**src/rtl/sp_rd_lvds_rx.sv**
```systemverilog
// SuperMario readout receive front-end: synchronises lane/strobe inputs, corrects
// pair polarity, packs samples into 32-bit words and buffers them in an FWFT FIFO.
module sp_rd_lvds_rx #(
  parameter int                N_LANE      = 8,
  parameter logic [N_LANE-1:0] POL_MASK    = {N_LANE{1'b1}},
  parameter int                SYNC_STAGES = 2,
  parameter int                FIFO_DEPTH  = 16
) (
  input  logic                            clk,
  input  logic                            rst,
  input  logic                            enable,
  input  logic                            inv_en,
  input  logic [N_LANE-1:0]               lane_in,
  input  logic                            update_in,
  input  logic                            eof_in,
  output logic [31:0]                     dout,
  output logic                            dout_last,
  output logic                            dout_valid,
  input  logic                            dout_ready,
  output logic [$clog2(FIFO_DEPTH):0]     fifo_level,
  output logic [15:0]                     frame_cnt,
  output logic                            overflow
);

  localparam int SPW   = 32 / N_LANE;
  localparam int CNT_W = (SPW > 1) ? $clog2(SPW) : 1;
  localparam int PTR_W = $clog2(FIFO_DEPTH);
  localparam int LVL_W = PTR_W + 1;
  localparam logic [CNT_W-1:0] CNT_LAST = CNT_W'(SPW - 1);
  localparam logic [LVL_W-1:0] LVL_FULL = LVL_W'(FIFO_DEPTH);

  logic [N_LANE-1:0]      lane_sync_r [SYNC_STAGES];
  logic [SYNC_STAGES-1:0] upd_sync_r;
  logic [SYNC_STAGES-1:0] eof_sync_r;
  logic                   upd_prev_r;
  logic                   eof_prev_r;
  logic                   upd_edge_s;
  logic                   eof_edge_s;

  logic [N_LANE-1:0]      sample_s;
  logic [31:0]            pack_r;
  logic [31:0]            packed_s;
  logic [31:0]            pack_nxt_s;
  logic [CNT_W-1:0]       cnt_r;
  logic [CNT_W-1:0]       cnt_nxt_s;
  logic                   push_s;
  logic                   push_last_s;
  logic [31:0]            push_word_s;
  logic [15:0]            frame_cnt_r;

  logic [32:0]            mem_r [FIFO_DEPTH];
  logic [PTR_W-1:0]       wr_ptr_r;
  logic [PTR_W-1:0]       rd_ptr_r;
  logic [LVL_W-1:0]       level_r;
  logic [LVL_W-1:0]       level_nxt_s;
  logic                   dout_valid_r;
  logic                   overflow_r;
  logic                   pop_s;
  logic                   accept_s;

  // Input synchronisers plus one edge-detect flop per strobe; these run regardless of enable.
  always_ff @(posedge clk) begin
    if (rst) begin
      for (int i = 0; i < SYNC_STAGES; i++) lane_sync_r[i] <= '0;
      upd_sync_r <= '0;
      eof_sync_r <= '0;
      upd_prev_r <= 1'b0;
      eof_prev_r <= 1'b0;
    end else begin
      lane_sync_r[0] <= lane_in;
      for (int i = 1; i < SYNC_STAGES; i++) lane_sync_r[i] <= lane_sync_r[i-1];
      upd_sync_r <= {upd_sync_r[SYNC_STAGES-2:0], update_in};
      eof_sync_r <= {eof_sync_r[SYNC_STAGES-2:0], eof_in};
      upd_prev_r <= upd_sync_r[SYNC_STAGES-1];
      eof_prev_r <= eof_sync_r[SYNC_STAGES-1];
    end
  end

  assign upd_edge_s = upd_sync_r[SYNC_STAGES-1] & ~upd_prev_r;
  assign eof_edge_s = eof_sync_r[SYNC_STAGES-1] & ~eof_prev_r;

  // Packing: a same-cycle sample is merged before the EOF rule closes the word.
  always_comb begin
    sample_s    = lane_sync_r[SYNC_STAGES-1] ^ (POL_MASK & {N_LANE{inv_en}});
    packed_s    = pack_r;
    packed_s[cnt_r*N_LANE +: N_LANE] = sample_s;
    push_s      = 1'b0;
    push_last_s = 1'b0;
    push_word_s = packed_s;
    pack_nxt_s  = pack_r;
    cnt_nxt_s   = cnt_r;
    if (!enable) begin
      pack_nxt_s = 32'h0;
      cnt_nxt_s  = '0;
    end else if (eof_edge_s) begin
      push_s      = 1'b1;
      push_last_s = 1'b1;
      push_word_s = upd_edge_s ? packed_s : pack_r;
      pack_nxt_s  = 32'h0;
      cnt_nxt_s   = '0;
    end else if (upd_edge_s) begin
      if (cnt_r == CNT_LAST) begin
        push_s     = 1'b1;
        pack_nxt_s = 32'h0;
        cnt_nxt_s  = '0;
      end else begin
        pack_nxt_s = packed_s;
        cnt_nxt_s  = cnt_r + 1'b1;
      end
    end else begin
      pack_nxt_s = pack_r;
      cnt_nxt_s  = cnt_r;
    end
  end

  // Pack register, sample counter and frame counter.
  always_ff @(posedge clk) begin
    if (rst) begin
      pack_r      <= 32'h0;
      cnt_r       <= '0;
      frame_cnt_r <= 16'h0;
    end else begin
      pack_r <= pack_nxt_s;
      cnt_r  <= cnt_nxt_s;
      if (enable && eof_edge_s) frame_cnt_r <= frame_cnt_r + 16'h1;
    end
  end

  // A full FIFO still accepts when the head is popped in the same cycle.
  always_comb begin
    pop_s    = dout_valid_r & dout_ready;
    accept_s = push_s & ((level_r != LVL_FULL) | pop_s);
    case ({accept_s, pop_s})
      2'b10:   level_nxt_s = level_r + 1'b1;
      2'b01:   level_nxt_s = level_r - 1'b1;
      default: level_nxt_s = level_r;
    endcase
  end

  // FIFO storage; contents need no reset because the head is masked by dout_valid.
  always_ff @(posedge clk) begin
    if (accept_s) mem_r[wr_ptr_r] <= {push_last_s, push_word_s};
  end

  // FIFO pointers, occupancy, valid flag and sticky overflow.
  always_ff @(posedge clk) begin
    if (rst) begin
      wr_ptr_r     <= '0;
      rd_ptr_r     <= '0;
      level_r      <= '0;
      dout_valid_r <= 1'b0;
      overflow_r   <= 1'b0;
    end else begin
      if (accept_s) wr_ptr_r <= wr_ptr_r + 1'b1;
      if (pop_s) rd_ptr_r <= rd_ptr_r + 1'b1;
      level_r      <= level_nxt_s;
      dout_valid_r <= (level_nxt_s != '0);
      if (push_s && !accept_s) overflow_r <= 1'b1;
    end
  end

  assign dout       = dout_valid_r ? mem_r[rd_ptr_r][31:0] : 32'h0;
  assign dout_last  = dout_valid_r & mem_r[rd_ptr_r][32];
  assign dout_valid = dout_valid_r;
  assign fifo_level = level_r;
  assign frame_cnt  = frame_cnt_r;
  assign overflow   = overflow_r;

endmodule

```
**config.mk**
```make
export PLATFORM = sky130hd
export DESIGN_NAME = sp_rd_lvds_rx
export DESIGN_NICKNAME = d
export VERILOG_FILES = /design/src/rtl/sp_rd_lvds_rx.sv
export SDC_FILE = /design/constraint.sdc
export NUM_CORES = 1
export LEC_CHECK = 0
export ABC_AREA = 1
export CORE_MARGIN = 10
export CORE_UTILIZATION = 30
export DETAILED_ROUTE_END_ITERATION = 6
export GPL_TIMING_DRIVEN = 0
export SKIP_CTS_REPAIR_TIMING = 1
export SYNTH_ARGS = -nofsm -noshare
export SYNTH_HDL_FRONTEND = slang
export SYNTH_SLANG_ARGS = --single-unit
```
**constraint.sdc**
```tcl
create_clock -name clk -period 9.7 [get_ports clk]
set_clock_uncertainty 0.2 [all_clocks]
set_input_delay 1.94 -clock clk [delete_from_list [all_inputs] [get_ports clk]]
set_output_delay 1.94 -clock clk [all_outputs]
set_load 0.005 [all_outputs]
```
==> impl_metrics.env <==
export IMPL_min_from="lane_sync_r[0][0]"
export IMPL_cap_violations=0
export IMPL_tightest_slew_ps=1470
export IMPL_r2r_start="cnt_r[0]"
export IMPL_whs_ps=200
export IMPL_worst_path_dominant_cell_family="buffers and inverters"
export IMPL_wl_mm=81.2
export IMPL_cpMaxStageDelayCell="clkbuf_1"
export IMPL_portBuffers=69
export IMPL_drv_slew=0
export IMPL_synth_flop_cell="edfxtp_1"
export IMPL_stdcell_count=3282
export IMPL_viasPerCell=5.43
export IMPL_grt_max_degree=21
export IMPL_post_dp_hpwl_mm=53.7
export IMPL_startpoint_type="flop"
export IMPL_wl_per_cell_um=24.8
export IMPL_worstPathCellList="clkbuf_1 > inv_1 > clkbuf_1 > o211ai_1 > a21oi_1 > clkdlybuf4s50_1"
export IMPL_place_gp_congestion=0.865
export IMPL_die_h_um=307
export IMPL_cts_num_sinks=619
export IMPL_fp_coreArea_mm2=0.0820
export IMPL_cp_num_buf_inv=4
export IMPL_multi_input_area_mm2=0.00626
export IMPL_grt_usage_pct=16.6
export IMPL_final_common_cell="edfxtp_1"
export IMPL_drtAntennaViolNets=0
export IMPL_finalCritPeriodShare_pct=61.3
export IMPL_status="completed"
export IMPL_worstPathArrival_ps=3810
export IMPL_clk_latency_ps=630
export IMPL_dieArea_mm2=0.0944
export IMPL_end_kind="output pin"
export IMPL_initial_utilization_pct=30.2
export IMPL_vias=17828
export IMPL_synth_fp_nets=2031
export IMPL_gr_total_overflow=0
export IMPL_root_buffer="clkbuf_16"
export IMPL_synth_edf_count=528
export IMPL_p_clk_share_pct=39.8
export IMPL_diodes=0
export IMPL_dp_cells=3168
export IMPL_fmax_ghz=0.168
export IMPL_layout_drive_gt1_share_pct=10.1
export IMPL_drc=0
export IMPL_p_int_w=0.00441
export IMPL_drt_iter0_markers=2221
export IMPL_max_stage_delay_ps=910
export IMPL_cts_clk_slew_worst_paths_ps=60
export IMPL_crit_type="reg -> out"
export IMPL_first_pass_iters=5
export IMPL_critPathRequiredTime_ps=7560
export IMPL_synth_seq_cells=619
export IMPL_nFillCells=7907
export IMPL_final_setup_viol_count=0
export IMPL_slew_headroom_pct=2.18
export IMPL_regArea_mm2=0.0177
export IMPL_crit_path_max_fanout=10
export IMPL_sw_frac_of_total_pct=25.0
export IMPL_power_frac_comb_pct=10.8
export IMPL_cts_buffer_depth=3
export IMPL_antenna_found_initial=0
export IMPL_p_seq_share_pct=49.4
export IMPL_syn_area_mm2=0.0247
export IMPL_grt_pass1_vias=17469
export IMPL_rows=105
export IMPL_die_x_um=307
export IMPL_r2r_setup_slack_ps=6030
export IMPL_netlist_instances=2001
export IMPL_h_tree_depth=2
export IMPL_p_per_area_mw_per_mm2=200
export IMPL_cts_buffers=61
export IMPL_tns_ps=0
export IMPL_p_leak_nw=9.57
export IMPL_irDropWorstVdd_uv=148
export IMPL_ys_types=39
export IMPL_hold_viol_final=0
export IMPL_cpMostUsedCell="clkbuf_1"
export IMPL_fin_nets=2192
export IMPL_period_minus_slack_ps=5950
export IMPL_io_pins=71
export IMPL_grt_setup_unrepaired="no"
export IMPL_synth_avg_cell_area_um2=12.4
export IMPL_syn_to_final_growth_pct=18.9
export IMPL_p_sw_w=0.00147
export IMPL_final_cell_mix="edfxtp_1 (528), nor2_1 (322), o21ai_0 (289)"
export IMPL_grt_pass1_wl_mm=116
export IMPL_final_util_pct=35.9
export IMPL_yosysWarnings=0
export IMPL_cts_tree="built"
export IMPL_hold_path_class="reg -> reg"
export IMPL_async_flop_share_pct=0
export IMPL_ys_seq_area_share_pct=71.4
## cell families after synthesis
kind of cell | count (synthesis) | share of synthesized area [%]
flops | 619 | 71.4
compound gates | 585 | 14.2
simple gates | 550 | 9.33
buf+inv | 221 | 3.90
fa+ha+maj | 15 | 0.789
xor+xnor | 11 | 0.389
## metal layers
layer | part of all wire, % | wire length, µm | GRT usage, % | vias up
li1 | - | - | - | 7710
met1 | 39 | 32100 | 22.0 | 8856
met2 | 46 | 37300 | 26.5 | 1071
met3 | 11 | 8840 | 3.17 | 191
met4 | 3.7 | 2980 | 6.54 | 0
met5 | 0 | 0 | 0 | -
## sequential cells by signal, indices dropped and copies added, names as in the netlist, named ones only
| register | flops |
|---|---|
| cnt_r | 2 |
| dout_valid | 1 |
| eof_prev_r | 1 |
| eof_sync_r | 2 |
| fifo_level | 5 |
| frame_cnt | 16 |
| lane_sync_r | 16 |
| mem_r | 528 |
| overflow | 1 |
| pack_r | 32 |
| rd_ptr_r | 4 |
| upd_prev_r | 1 |
| upd_sync_r | 2 |
| wr_ptr_r | 4 |
## synth_stat cells, drive strengths merged, types with 7 or more instances
master  count  area share, %
nor3       18           0.44
o21a       10           0.30
nor2      347            5.5
o221ai     97            3.4
o22ai      52            1.3
edfxtp    528             64
a32oi       7           0.25
buf        52            1.3
nand2     117            1.8
dfxtp      91            7.4
nand3      58            1.2
inv        91            1.4
clkbuf     77            1.2
a21oi      72            1.5
xor2        8           0.28
o211ai     35            1.1
ha         14           0.71
o21ai     309            6.2
## worst reg2reg max path: cells and delay by family, from the launching register on
kind	cells	cell delay, ps
DFF	1	410
buffers and inverters	3	480
adders and majority gates	1	360
and+or+nand+nor	1	470
AOI/OAI and AO/OA	2	1340
## stage by stage
| step | total power, W | setup WS (ps) | area (µm²) |
|---|---|---|---|
| after floorplan | 0.00328 | 5170 | 24700 |
| after global placement | 0.00356 | 2330 | 26800 |
| after detailed placement | 0.00358 | 4480 | 27400 |
| after CTS | 0.00589 | 3790 | 29400 |
| after global routing | 0.00605 | 3700 | 29400 |
| final | 0.00587 | 3750 | 29400 |
## path summary, 6_finish.rpt
check / cells past startpoint / endpoint
setup reg to reg: 7 / mem_r[1][23]
hold reg to reg: 2 / lane_sync_r[0][8]
setup / recovery: 6 / dout[26]
hold / removal: 2 / lane_sync_r[0][8]
## power groups by stage
stage	sequential, W	clock, W	combinational (W)
finish	0.00290	0.00234	0.000636
global route	0.00290	0.00247	0.000679
CTS	0.00290	0.00236	0.000629
detailed placement	0.00296	0	0.000627
global placement	0.00296	0	0.000607
floorplan	0.00295	0	0.000328
## final cells by class
cell class	count	share of cell area, %
repair buffers	98	4.16
clock inverters	33	1.12
flip-flops and latches	619	60.1
plain buffers	129	2.11
well taps	1070	4.55
inverters	92	1.17
multi-input cells	1161	21.3
clock buffers	80	5.50
(Power assumes the default switching activity.)
